## src/rtl/uart_tx_fifo.sv

```systemverilog
// uart_tx_fifo: UART transmitter fed by a DEPTH-entry character FIFO.
// Frames are start / DATA_BITS data (LSB first) / optional parity / 1-2 stop.
// Ports:
//   clk_i, rst_ni        clock, asynchronous active-low reset
//   baud_div_i           bit period minus one, in clk cycles
//   parity_i             00/11 none, 01 even, 10 odd (latched per frame)
//   stop2_i              0 one stop bit, 1 two stop bits (latched per frame)
//   we_i, data_i         push a character (dropped when full)
//   stall_i              holds off the start of a new frame
//   full_o, empty_o      FIFO occupancy flags
//   level_o              FIFO entry count
//   busy_o               frame in progress
//   done_o               one-cycle pulse in the last cycle of the final stop bit
//   tx_o                 registered serial line, idle high
module uart_tx_fifo #(
  parameter int unsigned DATA_BITS = 8,
  parameter int unsigned DEPTH     = 32
) (
  input  logic                   clk_i,
  input  logic                   rst_ni,
  input  logic [15:0]            baud_div_i,
  input  logic [1:0]             parity_i,
  input  logic                   stop2_i,
  input  logic                   we_i,
  input  logic [DATA_BITS-1:0]   data_i,
  input  logic                   stall_i,
  output logic                   full_o,
  output logic                   empty_o,
  output logic [$clog2(DEPTH):0] level_o,
  output logic                   busy_o,
  output logic                   done_o,
  output logic                   tx_o
);

  localparam int unsigned PW  = $clog2(DEPTH);
  localparam int unsigned LW  = PW + 1;
  localparam int unsigned BCW = $clog2(DATA_BITS);

  typedef enum logic [2:0] {IDLE, START, DATA, PARITY, STOP} state_e;

  logic [DATA_BITS-1:0] mem_q [DEPTH];

  state_e               state_q, state_d;
  logic [15:0]          baud_q, baud_d;
  logic [BCW-1:0]       bit_cnt_q, bit_cnt_d;
  logic [DATA_BITS-1:0] shift_q, shift_d;
  logic                 par_en_q, par_en_d;
  logic                 par_bit_q, par_bit_d;
  logic                 stop2_q, stop2_d;
  logic                 stop_cnt_q, stop_cnt_d;
  logic [PW-1:0]        wptr_q, wptr_d;
  logic [PW-1:0]        rptr_q, rptr_d;
  logic [LW-1:0]        count_q, count_d;
  logic                 tx_q, tx_d;
  logic                 busy_q, busy_d;
  logic                 done_q, done_d;

  logic bit_end;
  logic start_ok;
  logic push;
  logic pop;

  assign full_o  = (count_q == LW'(DEPTH));
  assign empty_o = (count_q == '0);
  assign level_o = count_q;
  assign busy_o  = busy_q;
  assign done_o  = done_q;
  assign tx_o    = tx_q;

  always_comb begin
    state_d    = state_q;
    bit_cnt_d  = bit_cnt_q;
    shift_d    = shift_q;
    par_en_d   = par_en_q;
    par_bit_d  = par_bit_q;
    stop2_d    = stop2_q;
    stop_cnt_d = stop_cnt_q;
    pop        = 1'b0;
    bit_end    = (baud_q == baud_div_i);
    start_ok   = !empty_o && !stall_i;
    push       = we_i && !full_o;

    case (state_q)
      IDLE: begin
        if (start_ok) pop = 1'b1;
      end
      START: begin
        if (bit_end) begin
          state_d   = DATA;
          bit_cnt_d = '0;
        end
      end
      DATA: begin
        if (bit_end) begin
          if (bit_cnt_q == BCW'(DATA_BITS - 1)) begin
            state_d    = par_en_q ? PARITY : STOP;
            stop_cnt_d = 1'b0;
          end else begin
            shift_d   = shift_q >> 1;
            bit_cnt_d = bit_cnt_q + BCW'(1);
          end
        end
      end
      PARITY: begin
        if (bit_end) begin
          state_d    = STOP;
          stop_cnt_d = 1'b0;
        end
      end
      STOP: begin
        if (bit_end) begin
          if (stop2_q && !stop_cnt_q) stop_cnt_d = 1'b1;
          else if (start_ok)          pop        = 1'b1;
          else                        state_d    = IDLE;
        end
      end
      default: state_d = IDLE;
    endcase

    if (pop) begin
      state_d   = START;
      shift_d   = mem_q[rptr_q];
      par_en_d  = (parity_i == 2'b01) || (parity_i == 2'b10);
      par_bit_d = (^mem_q[rptr_q]) ^ (parity_i == 2'b10);
      stop2_d   = stop2_i;
    end

    // Pops only happen from IDLE or at a bit boundary, so both cases zero the counter.
    baud_d = ((state_q == IDLE) || bit_end) ? '0 : baud_q + 16'd1;

    wptr_d  = push ? wptr_q + PW'(1) : wptr_q;
    rptr_d  = pop  ? rptr_q + PW'(1) : rptr_q;
    count_d = count_q + LW'(push) - LW'(pop);

    case (state_d)
      IDLE:    tx_d = 1'b1;
      START:   tx_d = 1'b0;
      DATA:    tx_d = shift_d[0];
      PARITY:  tx_d = par_bit_d;
      default: tx_d = 1'b1;
    endcase
    busy_d = (state_d != IDLE);
    // Registered pulse: look ahead to the cycle that will be the final stop cycle.
    done_d = (state_d == STOP) && (baud_d == baud_div_i) && (stop_cnt_d == stop2_q);
  end

  always_ff @(posedge clk_i or negedge rst_ni) begin
    if (!rst_ni) begin
      state_q    <= IDLE;
      baud_q     <= '0;
      bit_cnt_q  <= '0;
      shift_q    <= '0;
      par_en_q   <= 1'b0;
      par_bit_q  <= 1'b0;
      stop2_q    <= 1'b0;
      stop_cnt_q <= 1'b0;
      wptr_q     <= '0;
      rptr_q     <= '0;
      count_q    <= '0;
      tx_q       <= 1'b1;
      busy_q     <= 1'b0;
      done_q     <= 1'b0;
    end else begin
      state_q    <= state_d;
      baud_q     <= baud_d;
      bit_cnt_q  <= bit_cnt_d;
      shift_q    <= shift_d;
      par_en_q   <= par_en_d;
      par_bit_q  <= par_bit_d;
      stop2_q    <= stop2_d;
      stop_cnt_q <= stop_cnt_d;
      wptr_q     <= wptr_d;
      rptr_q     <= rptr_d;
      count_q    <= count_d;
      tx_q       <= tx_d;
      busy_q     <= busy_d;
      done_q     <= done_d;
    end
  end

  // Storage is not reset; the pointers and count define what is valid.
  always_ff @(posedge clk_i) begin
    if (push) mem_q[wptr_q] <= data_i;
  end

endmodule

```

## config.mk

```make
export PLATFORM = sky130hd
export DESIGN_NAME = uart_tx_fifo
export DESIGN_NICKNAME = d
export VERILOG_FILES = /design/src/rtl/uart_tx_fifo.sv
export SDC_FILE = /design/constraint.sdc
export NUM_CORES = 1
export LEC_CHECK = 0
export BUFFER_PORTS_ARGS = -buffer_cell sky130_fd_sc_hd__buf_2
export CAP_MARGIN = 5
export CORE_MARGIN = 5
export CORE_UTILIZATION = 30
export CTS_BUF_LIST = sky130_fd_sc_hd__clkbuf_4
export DETAILED_ROUTE_END_ITERATION = 10
export SLEW_MARGIN = 0
export SYNTH_ARGS = -nofsm -noshare
export SYNTH_HDL_FRONTEND = slang
export SYNTH_SLANG_ARGS = --single-unit
```

## constraint.sdc

```tcl
create_clock -name clk_i -period 3.6 [get_ports clk_i]
set_input_delay 0.36 -clock clk_i [delete_from_list [all_inputs] [get_ports clk_i]]
set_output_delay 0.36 -clock clk_i [all_outputs]
set_load 0.03 [all_outputs]
```

==> run_summary.xml <==
<?xml version="1.0" encoding="UTF-8"?>
<metrics>
  <group name="final_layout">
    <metric name="final_cell_mix" unit="">256 x sky130_fd_sc_hd__edfxtp_1, 111 x sky130_fd_sc_hd__clkbuf_4, 61 x sky130_fd_sc_hd__nor2_1</metric>
    <metric name="post_layout_nonfiller_instances" unit="">1601</metric>
    <metric name="syn_to_final_growth" unit="%">15.3</metric>
    <metric name="nNetsFinal" unit="">1005</metric>
    <metric name="drive_gt1_share" unit="%">27.6</metric>
    <metric name="fillerInstances" unit="">4224</metric>
    <metric name="layout.cells.most_common" unit="">sky130_fd_sc_hd__edfxtp_1</metric>
    <metric name="post-route-cell-area" unit="µm²">15400</metric>
  </group>
  <group name="timing">
    <metric name="minimum_clock_period" unit="ps">3090</metric>
    <metric name="fin_tns_setup" unit="ps">0</metric>
    <metric name="tightest_slew" unit="ps">958</metric>
    <metric name="final.setup_skew" unit="ps">76.2</metric>
    <metric name="drv_slew" unit="">0</metric>
    <metric name="clock.fmax" unit="MHz">323</metric>
    <metric name="ratio_of_final_minimum_period_to_clock_period" unit="%">85.9</metric>
    <metric name="finalSetupViolCount" unit="">0</metric>
    <metric name="grt_setup_unrepaired" unit="">false</metric>
    <metric name="slew_headroom" unit="%">35.9</metric>
    <metric name="timing_hold_violations_final" unit="">0</metric>
  </group>
  <group name="detailed_routing">
    <metric name="vias_per_cell" unit="">4.78</metric>
    <metric name="routed_wire_length" unit="mm">30.1</metric>
    <metric name="final_antenna_violating_net_count" unit="">0</metric>
    <metric name="drc" unit="">0</metric>
    <metric name="drt-initial-drc-count" unit="">592</metric>
    <metric name="count_of_vias_placed_by_the_detailed_router" unit="">7654</metric>
    <metric name="drt_first_pass_iters" unit="">5</metric>
    <metric name="post_drt_wl_per_cell" unit="µm">18.8</metric>
  </group>
  <group name="worst_setup_path">
    <metric name="cell_with_the_biggest_individual_delay_on_the_critical_path" unit="">sky130_fd_sc_hd__dfrtp_1</metric>
    <metric name="path_buf_inv" unit="">2</metric>
    <metric name="worst-endpoint-arrival" unit="ps">3640</metric>
    <metric name="crit_path_frequent_cell" unit="">sky130_fd_sc_hd__nand2_1</metric>
    <metric name="cp_cell_sequence" unit="">xnor2_1, nand4_1, nor4_2, nand2_1, nand2_1, nand2_1, inv_1, ha_1, inv_1, ha_1, a21o_1, a21oi_1, o21bai_1, a21oi_1, xor2_1</metric>
    <metric name="timing.reg2reg.setup_slack" unit="ps">510</metric>
    <metric name="worst_path_dominant_cell_family" unit="">simple AND/OR/NAND/NOR gates</metric>
    <metric name="startpoint_types" unit="">register</metric>
    <metric name="endpoint_type_of_the_worst_setup_path" unit="">register</metric>
    <metric name="critPathMaxFanout" unit="">3</metric>
    <metric name="crit_required" unit="ps">4150</metric>
    <metric name="critical_path_class" unit="">reg -&gt; reg</metric>
    <metric name="worst_path_largest_cell_delay" unit="ps">440</metric>
  </group>
  <group name="place">
    <metric name="detailedPlacementHpwl" unit="mm">19.8</metric>
    <metric name="io_buffer_count" unit="">41</metric>
    <metric name="dp.cells" unit="">1462</metric>
    <metric name="placedInstanceArea" unit="µm²">14500</metric>
    <metric name="gp_congestion" unit="">0.827</metric>
  </group>
  <group name="synthesis">
    <metric name="synth_cell_types" unit="">64</metric>
    <metric name="syn_nets" unit="">878</metric>
    <metric name="synth_warnings" unit="">0</metric>
    <metric name="synth_area_per_cell" unit="µm²">16.2</metric>
    <metric name="synth_enable_flop_cells" unit="">256</metric>
    <metric name="post_synthesis_register_bit_count" unit="">309</metric>
    <metric name="postSynth.topFlopCell" unit="">sky130_fd_sc_hd__edfxtp_1</metric>
    <metric name="synthesis.instances" unit="">828</metric>
    <metric name="synthesis.area" unit="µm²">13400</metric>
    <metric name="synth.yosys.seq_area_share" unit="%">67.3</metric>
    <metric name="synth_async_sr_flop_share" unit="%">17.2</metric>
  </group>
  <group name="clock_network">
    <metric name="post_cts_buffers" unit="">0</metric>
    <metric name="ctsRootBufferMaster" unit="">sky130_fd_sc_hd__clkbuf_4</metric>
    <metric name="cts-resized-gates" unit="">0</metric>
    <metric name="clk_pin_slew_worst_paths" unit="ps">70</metric>
    <metric name="cts.path.max_buffers" unit="">3</metric>
    <metric name="insertion_delay" unit="ps">700</metric>
    <metric name="cts_num_sinks" unit="">309</metric>
    <metric name="cts_buffers" unit="">80</metric>
    <metric name="tritoncts" unit="">yes</metric>
    <metric name="ctsHtreeMaxLevel" unit="">3</metric>
  </group>
  <group name="pwr">
    <metric name="design_power_total" unit="µW">11100</metric>
    <metric name="switchingPower" unit="µW">3700</metric>
    <metric name="power_report.internal_total" unit="µW">7370</metric>
    <metric name="ir_drop" unit="µV">330</metric>
    <metric name="switching_share" unit="%">33.4</metric>
    <metric name="share_comb_of_total_power" unit="%">33.4</metric>
    <metric name="power_density" unit="nW/µm²">717</metric>
    <metric name="power.static_leakage" unit="µW">0.00542</metric>
    <metric name="power_frac_clock" unit="%">25.2</metric>
    <metric name="power.share.sequential" unit="%">41.4</metric>
  </group>
  <group name="worst_hold_path">
    <metric name="classification_of_the_worst_slack_hold_path" unit="">in -&gt; reg</metric>
  </group>
  <group name="global_routing">
    <metric name="grt_max_degree" unit="">39</metric>
    <metric name="groute.usage.overall" unit="%">12.2</metric>
    <metric name="antenna_violations_before_repair" unit="">1</metric>
    <metric name="grt_pass1_wl" unit="mm">46.9</metric>
    <metric name="grt_overflow_total" unit="">0</metric>
    <metric name="number_of_global_route_vias_before_repair" unit="">7961</metric>
  </group>
  <group name="die">
    <metric name="die_height" unit="µm">221</metric>
    <metric name="initial_utilization" unit="%">30.3</metric>
    <metric name="area_of_the_core_region" unit="µm²">44200</metric>
    <metric name="fp.dieW" unit="µm">221</metric>
    <metric name="i_o_pins" unit="">42</metric>
    <metric name="die_area" unit="µm²">48900</metric>
    <metric name="rows" unit="">77</metric>
  </group>
  <group name="flow_run">
    <metric name="number_of_maximum_capacitance_constraint_violations" unit="">0</metric>
  </group>
  <group name="outcome">
    <metric name="run_status" unit="">completed</metric>
  </group>
</metrics>
## metrics by stage
step | util (%) | hold WS (ps) | worst slack (ps)
3_5_place_dp | 32.7 | 486 | 499
5_1_grt | 34.9 | 97.1 | 138
6_report | 34.9 | 138 | 507
2_1_floorplan | - | 64.4 | 380
4_1_cts | 34.9 | 70.5 | 480
3_3_place_gp | 32.7 | 481 | 557
## cell type report
class / count / area [µm²] / area share, %
inverters: 30 / 113 / 0.730
flip-flops and latches: 309 / 9020 / 58.5
well taps: 592 / 741 / 4.80
repair buffers: 88 / 603 / 3.91
clock inverters: 24 / 105 / 0.681
multi-input cells: 446 / 4010 / 26.0
clock buffers: 111 / 833 / 5.40
diodes: 1 / 2.50 / 0.0162
## registers in the layout, indices dropped and copies added, names as in the netlist, 3 cells and up
signal	flops
baud_q	16
bit_cnt_q	3
level_o	6
wptr_q	5
mem_q	256
state_q	3
shift_q	8
rptr_q	5
## Yosys cell counts (9+ instances only)
master,n,area (µm²)
sky130_fd_sc_hd__clkbuf_1,19,71.3
sky130_fd_sc_hd__buf_6,9,101
sky130_fd_sc_hd__mux4_2,52,1170
sky130_fd_sc_hd__a21oi_1,18,90.1
sky130_fd_sc_hd__xnor2_1,48,420
sky130_fd_sc_hd__inv_1,30,113
sky130_fd_sc_hd__o21ai_0,13,65.1
sky130_fd_sc_hd__dfrtp_1,52,1300
sky130_fd_sc_hd__ha_1,18,225
sky130_fd_sc_hd__nand2_1,37,139
sky130_fd_sc_hd__buf_2,12,60.1
sky130_fd_sc_hd__nand4_1,11,68.8
sky130_fd_sc_hd__nor2_1,61,229
sky130_fd_sc_hd__edfxtp_1,256,7690
sky130_fd_sc_hd__mux2i_1,40,400
sky130_fd_sc_hd__nand3_1,16,80.1
## routing by layer
metal	track usage, %	part of all wire (%)	wire [µm]	up-vias
met4	3.96	2.1	620	0
met5	0	0	0	-
met1	16.7	45	13700	3851
li1	-	-	-	3506
met3	3.31	6.1	1830	53
met2	19.0	46	14000	244
## worst min-delay path: stages
cell                      delay (ps)
sky130_fd_sc_hd__buf_2           100
sky130_fd_sc_hd__inv_1            40
sky130_fd_sc_hd__ha_1            130
sky130_fd_sc_hd__o21ai_0          80
## power groups by stage
stage / Combinational (µW) / Sequential, µW / Clock, µW
after floorplan: 2700 / 4540 / 0
after global placement: 3700 / 4640 / 0
after CTS: 3750 / 4570 / 2900
after global routing: 4030 / 4620 / 3090
final: 3690 / 4580 / 2790
after detailed placement: 3730 / 4650 / 0
## worst paths after layout
kind | from | depth (start not counted) | end
min in group asynchronous | rst_ni | 2 | baud_q[12]
min reg2reg | bit_cnt_q[2] | 1 | bit_cnt_q[2]
max | baud_q[11] | 15 | level_o[5]
min | parity_i[0] | 4 | par_en_q
max reg2reg | baud_q[11] | 15 | level_o[5]
max in group asynchronous | rst_ni | 3 | level_o[1]
## what timing repair did
action                     in CTS  in global routing
setup endpoints to repair       0                  0
hold buffers                    3                  0
hold endpoints to repair       38                  0
## kinds of logic after synthesis
group / count (synthesis) / share of synthesized area [%]
compound gates: 95 / 5.04
xor+xnor: 58 / 4.01
fa+ha+maj: 19 / 1.83
buf+inv: 73 / 2.72
flops: 309 / 67.3
mux: 100 / 12.4
simple gates: 174 / 6.64
No activity file was read; power rests on OpenSTA's default activity.
